$ cat src/rtl/uart_tx.sv
// rtl/uart_tx.sv - UART frame transmitter: start, LSB-first data, optional parity, stop bit(s)
//
// Ports:
//   clk      - system clock, rising edge
//   rst      - synchronous reset, active-high; aborts any frame in progress
//   tx_data  - byte to send, captured in the accept cycle only
//   tx_valid - producer offers tx_data
//   tx_ready - block accepts a byte this cycle (IDLE and not in reset)
//   tx       - registered serial line, idles high
//   tx_busy  - frame in progress
//   tx_done  - single-cycle pulse in the cycle the block returns to IDLE

module uart_tx #(
    parameter int CLKS_PER_BIT = 16,
    parameter int DATA_BITS    = 8,
    parameter int PARITY_EN    = 0,
    parameter int PARITY_ODD   = 0,
    parameter int STOP_BITS    = 1
) (
    input  logic                 clk,
    input  logic                 rst,
    input  logic [DATA_BITS-1:0] tx_data,
    input  logic                 tx_valid,
    output logic                 tx_ready,
    output logic                 tx,
    output logic                 tx_busy,
    output logic                 tx_done
);

    localparam int CW = $clog2(CLKS_PER_BIT);
    localparam int BW = $clog2(DATA_BITS);

    localparam logic [CW-1:0] CYC_LAST  = CW'(CLKS_PER_BIT - 1);
    localparam logic [BW-1:0] DATA_LAST = BW'(DATA_BITS - 1);
    localparam logic [BW-1:0] STOP_LAST = BW'(STOP_BITS - 1);

    localparam logic [2:0] S_IDLE   = 3'd0;
    localparam logic [2:0] S_START  = 3'd1;
    localparam logic [2:0] S_DATA   = 3'd2;
    localparam logic [2:0] S_PARITY = 3'd3;
    localparam logic [2:0] S_STOP   = 3'd4;

    logic [2:0]           state;
    logic [CW-1:0]        cyc_cnt;
    logic [BW-1:0]        bit_cnt;
    logic [DATA_BITS-1:0] shreg;
    logic                 par_bit;
    logic                 bit_end;

    assign bit_end  = (cyc_cnt == CYC_LAST);
    assign tx_ready = (state == S_IDLE) & ~rst;
    assign tx_busy  = (state != S_IDLE);

    // tx is driven from a register: each transition loads the level of the
    // bit that starts on the next cycle, so the line never glitches.
    always_ff @(posedge clk) begin
        if (rst) begin
            state   <= S_IDLE;
            tx      <= 1'b1;
            tx_done <= 1'b0;
            cyc_cnt <= '0;
            bit_cnt <= '0;
            shreg   <= '0;
            par_bit <= 1'b0;
        end else begin
            tx_done <= 1'b0;
            if (state == S_IDLE) begin
                cyc_cnt <= '0;
                bit_cnt <= '0;
                if (tx_valid) begin
                    shreg   <= tx_data;
                    // Parity is fixed at accept time from the latched byte.
                    par_bit <= (^tx_data) ^ (PARITY_ODD != 0);
                    state   <= S_START;
                    tx      <= 1'b0;
                end
            end else begin
                cyc_cnt <= bit_end ? '0 : cyc_cnt + CW'(1);
                if (bit_end) begin
                    case (state)
                        S_START: begin
                            state <= S_DATA;
                            tx    <= shreg[0];
                        end
                        S_DATA: begin
                            shreg <= shreg >> 1;
                            if (bit_cnt == DATA_LAST) begin
                                bit_cnt <= '0;
                                if (PARITY_EN != 0) begin
                                    state <= S_PARITY;
                                    tx    <= par_bit;
                                end else begin
                                    state <= S_STOP;
                                    tx    <= 1'b1;
                                end
                            end else begin
                                bit_cnt <= bit_cnt + BW'(1);
                                // shreg[1] is the bit that becomes shreg[0] after this shift.
                                tx      <= shreg[1];
                            end
                        end
                        S_PARITY: begin
                            state <= S_STOP;
                            tx    <= 1'b1;
                        end
                        S_STOP: begin
                            if (bit_cnt == STOP_LAST) begin
                                bit_cnt <= '0;
                                state   <= S_IDLE;
                                tx_done <= 1'b1;
                            end else begin
                                bit_cnt <= bit_cnt + BW'(1);
                            end
                        end
                        default: begin
                            state <= S_IDLE;
                            tx    <= 1'b1;
                        end
                    endcase
                end
            end
        end
    end

endmodule

$ cat config.mk
export PLATFORM = sky130hd
export DESIGN_NAME = uart_tx
export DESIGN_NICKNAME = d
export VERILOG_FILES = /design/src/rtl/uart_tx.sv
export SDC_FILE = /design/constraint.sdc
export NUM_CORES = 1
export LEC_CHECK = 0
export BUFFER_PORTS_ARGS = -buffer_cell sky130_fd_sc_hd__buf_2
export CAP_MARGIN = 20
export CORE_MARGIN = 2
export CORE_UTILIZATION = 35
export DETAILED_ROUTE_END_ITERATION = 10
export SYNTH_ARGS = -nofsm -noshare
export SYNTH_HDL_FRONTEND = slang
export SYNTH_SLANG_ARGS = --single-unit
$ cat constraint.sdc
create_clock -name clk -period 3.7 [get_ports clk]
set_input_delay 0.37 -clock clk [delete_from_list [all_inputs] [get_ports clk]]
set_output_delay 0.37 -clock clk [all_outputs]
set_load 0.05 [all_outputs]
# ---- Yosys cells after proc, flatten, opt, wreduce, memory -nomap -nowiden
# Index checks and enable logic that the tools add are counted.
dict set report totals {
  wordCells 54
  register_bits 20
  out_inout_bits 4
  input_bits 11
}
dict set report classes {
  reduce_logical 13
  eq_ne 10
  add_sub_neg 2
  bitwise 4
  mux 19
}
# cell n
set op_table {}
lappend op_table {{8-bit 2-to-1 mux} 4}
lappend op_table {{3-bit 2-to-1 mux} 7}
lappend op_table {{3-bit case mux with 4 select lines} 1}
lappend op_table {{3-bit by 2-bit equality test with 1-bit output, second input constant} 2}
lappend op_table {{3-bit equality test, second input constant} 2}
lappend op_table {{3-bit zero test} 2}
lappend op_table {{3-bit inequality test, second input constant} 2}
lappend op_table {{3-bit case mux with 2 select lines} 1}
lappend op_table {{3-bit AND reduction} 2}
lappend op_table {{2-bit nonzero test} 3}
lappend op_table {{1-bit 2-to-1 mux} 5}
lappend op_table {{4-bit by 1-bit adder with 4-bit output, second input constant} 1}
lappend op_table {{4-bit equality test, second input constant} 1}
lappend op_table {{2-bit inequality test, second input constant} 2}
lappend op_table {{4-bit AND reduction} 1}
lappend op_table {{4-bit OR reduction} 1}
lappend op_table {{3-bit by 1-bit adder with 3-bit output, second input constant} 1}
lappend op_table {{3-bit by 1-bit equality test with 1-bit output, second input constant} 1}
lappend op_table {{1-bit inverter} 3}
lappend op_table {{1-bit case mux with 3 select lines} 1}
lappend op_table {{3-bit nonzero test} 1}
lappend op_table {{3-bit OR reduction} 1}
lappend op_table {{2-bit AND reduction} 1}
lappend op_table {{2-bit OR reduction} 1}
lappend op_table {{1-bit AND} 1}

# ---- Longest topological paths before layout
dict set report logic_depth {
  word_depth 5
  mapped_depth 6
  mapped_depth_nobuf 6
}

# ---- Worst setup path before layout
# OpenSTA, ideal clock, no wires.
dict set report synth_timing {
  path_type {register to output}
  start {register state[1]}
  end {output port tx_ready}
  path_stages_with_launch 6
  slack_ns 1.136
  n_path_buf 2
  required_time_ns 3.330
  arrival_ns 2.194
  path_cell_list {dfxtp_1 > buf_6 > nor3_1 > buf_2 > clkinv_1 > nor2_1}
}
dict set report synth_between {
  elab_chain_cells 2
}
# element line
set synth_rtl {}
lappend synth_rtl {{from (decl)} 43} ;# logic [2:0] state;
lappend synth_rtl {{from (signal assigned)} 58} ;# state <= S_IDLE;
lappend synth_rtl {{from (signal assigned)} 74} ;# state <= S_START;
lappend synth_rtl {{from (signal assigned)} 82} ;# state <= S_DATA;
lappend synth_rtl {{3-bit zero test} 51} ;# assign tx_ready = (state == S_IDLE) & ~rst;
lappend synth_rtl {{1-bit AND} 51}
lappend synth_rtl {{to (decl)} 24} ;# output logic tx_ready,
# No other way between the ends.

# ---- Worst setup path after layout
dict set report layout_timing {
  start {register state[0]}
  end {output port tx_ready}
}
# The elaborated chain is that of the path after synthesis.

==> impl_metrics.ini <==
[logic_synthesis]
yosys_warnings = 0
synth.distinct_cells = 37
synth_edf_count = 0
ys_ff_latch = 20
avgSynthCellArea_um2 = 8.89
synth_fp_nets = 129
synth-main-ff-cell = dfxtp_1
syn_area_um2 = 1010
ys_async_sr_fraction = 0
syn_inst = 114
ys_seq_area_frac = 0.395

[route]
route.vias.total = 823
first_pass_iters = 4
drtIter0Drc = 20
routed_wl_um = 1970
routedWlPerCell_um = 12.5
ant_nets = 0
vias_per_cell = 5.24
drcViolationCount = 0

[clock_network]
insertion_delay_ps = 290
numCtsBuffers = 3
path_clk_slew_ps = 110
post_cts_resized = 0
htree_levels = 1
cts_sinks = 20
clock_path_buffers = 2
cts_root_buf = clkbuf_4
hold_buffers = 0
cts_setup_buffers = 0
cts_tree = done

[floorplan]
fp-row-count = 19
start_util = 0.368
die_area_um2 = 3340
core_um2 = 2760
fp.dieW_um = 57.8
die_h_um = 57.8
io_pins = 15

[timing]
finalCritPeriodShare = 0.584
period_minus_slack_ps = 2160
setup_violations = 0
drv_slew = 0
rsz0062_at_grt = no
relSlewSlack = 0.582
finalSetupTns_ps = 0
hold-worst-slack_ps = 331
fin_skew_ps = 6.98
finalHoldViolations = 0
max_freq_ghz = 0.463
tightest_slew_ps = 627

[cells_and_area]
final_cells = 157
diodes = 0
syn2layout_area_growth_pct = 9.51
nets = 143
regArea_um2 = 400
multi_input_area_um2 = 552
drive_gt1_frac = 0.214
num-fill-cells = 289

[placement]
io_buffers = 14
hpwl_um = 1440
dpl.cell_count = 154
gp_congestion = 0.754

[critical_path]
crit_slowest_cell = dfxtp_1
critical_path_class = reg2out
cpPeakStageDelay_ps = 430
cp-end-kind = primary output
crit_buf_inv = 3
cp.required_ps = 3330
critical_path_arrival_ps = 1790
path_max_fanout = 11
path_cells = nor3_1 > buf_4 > clkinv_1 > nor2_1 > buf_2
critPathTopFamily = buffers and inverters
startpoint_type = register

[global_route]
grt_usage = 0.132
grt_pass1_wl_um = 3470
grt-ovfl-total = 0
grt_pass1_vias = 805
grt_max_degree = 18
antenna_found_initial = 0

[outcome]
outcome = complete, no violations

[power_and_ir_drop]
p_leak_nw = 0.425
power_density_nw_per_um2 = 357
ir_drop_mv = 0.198

[hold_path]
hold_class = in2reg

[run]
cap_violations = 0
==> worst register-to-register path, cell delays in order (launching register included) <==
cell      delay, ps
dfxtp_1         360
ha_1            190
nand3_1         330
o31ai_4         680
nor2_1          120
a311oi_2        260
==> Yosys cell counts (all sizes together), types with 2 or more instances <==
cell / n / area share
nand3: 3 / 0.015
a311oi: 7 / 0.079
nor2b: 2 / 0.012
buf: 4 / 0.035
dfxtp: 20 / 0.40
nor2: 18 / 0.067
o21ai: 3 / 0.015
a21oi: 4 / 0.020
clkbuf: 2 / 0.0074
mux2i: 2 / 0.020
ha: 4 / 0.049
nand2b: 2 / 0.012
nor3: 2 / 0.0099
inv: 4 / 0.015
nand2: 18 / 0.067
==> cell type report <==
| type | count | share of cell area |
|---|---|---|
| Sequential cell | 20 | 0.361 |
| Tap cell | 31 | 0.0349 |
| Timing Repair Buffer | 15 | 0.0699 |
| Inverter | 5 | 0.0169 |
| Clock buffer | 3 | 0.0203 |
| Multi-Input combinational cell | 83 | 0.497 |
==> path summary, 6_finish.rpt <==
path / from / endpoint / slack [ps] / cells past startpoint
worst max-delay path: state[0] / tx_ready / 1540 / 5
worst max register to register: cyc_cnt[0] / shreg[4] / 1670 / 5
worst min register to register: cyc_cnt[0] / cyc_cnt[0] / 450 / 1
worst min-delay path: tx_valid / shreg[7] / 330 / 3
==> power by group <==
group          switching, mW  internal, mW  leakage [nW]  total (mW)
clock                 0.0600        0.0378        0.0138      0.0978
combinational         0.0412        0.0235         0.248      0.0647
sequential           0.00779         0.226         0.164       0.234
total                  0.109         0.287         0.425       0.396
==> routing by layer <==
layer	up-vias	GRT usage	share of wire
li1	427	-	-
met1	375	0.172	0.51
met2	19	0.216	0.44
met3	2	0.0268	0.037
met4	0	0.0498	0.0097
met5	-	0	0
==> metrics by stage <==
stage               area [um^2]  utilization  power (mW)  setup slack [ps]
CTS                        1110        0.402       0.403              1510
global route               1110        0.402       0.419              1340
floorplan                  1010            -       0.289              1140
detailed placement         1090        0.394       0.304              1690
finish                     1110        0.402       0.396              1540
global placement           1090        0.394       0.301              1810
==> layout by cell type (no fill, tap or decap), drive strengths merged, types with 2 or more instances in the layout <==
cell type | Yosys | layout
nor3 | 2 | 2
a21oi | 4 | 4
mux2i | 2 | 2
nor2b | 2 | 2
dfxtp | 20 | 20
inv | 4 | 4
nor2 | 18 | 18
ha | 4 | 4
clkbuf | 2 | 3
nand3 | 3 | 3
a311oi | 7 | 7
nand2b | 2 | 2
buf | 4 | 15
nand2 | 18 | 18
o21ai | 3 | 3
==> state kept, by name, indices dropped and copies added (netlist names) <==
name and cells:
state 3, tx_done 1, bit_cnt 3, cyc_cnt 4, tx 1, shreg 8
==> cells by family after synthesis <==
family          Yosys count  share of synthesized area
xor+xnor                  2                     0.0173
fa+ha+maj                 4                     0.0494
simple gates             51                      0.232
mux                       3                     0.0346
buf+inv                  11                     0.0605
flops                    20                      0.395
compound gates           23                      0.211
(Power assumes the default switching activity.)
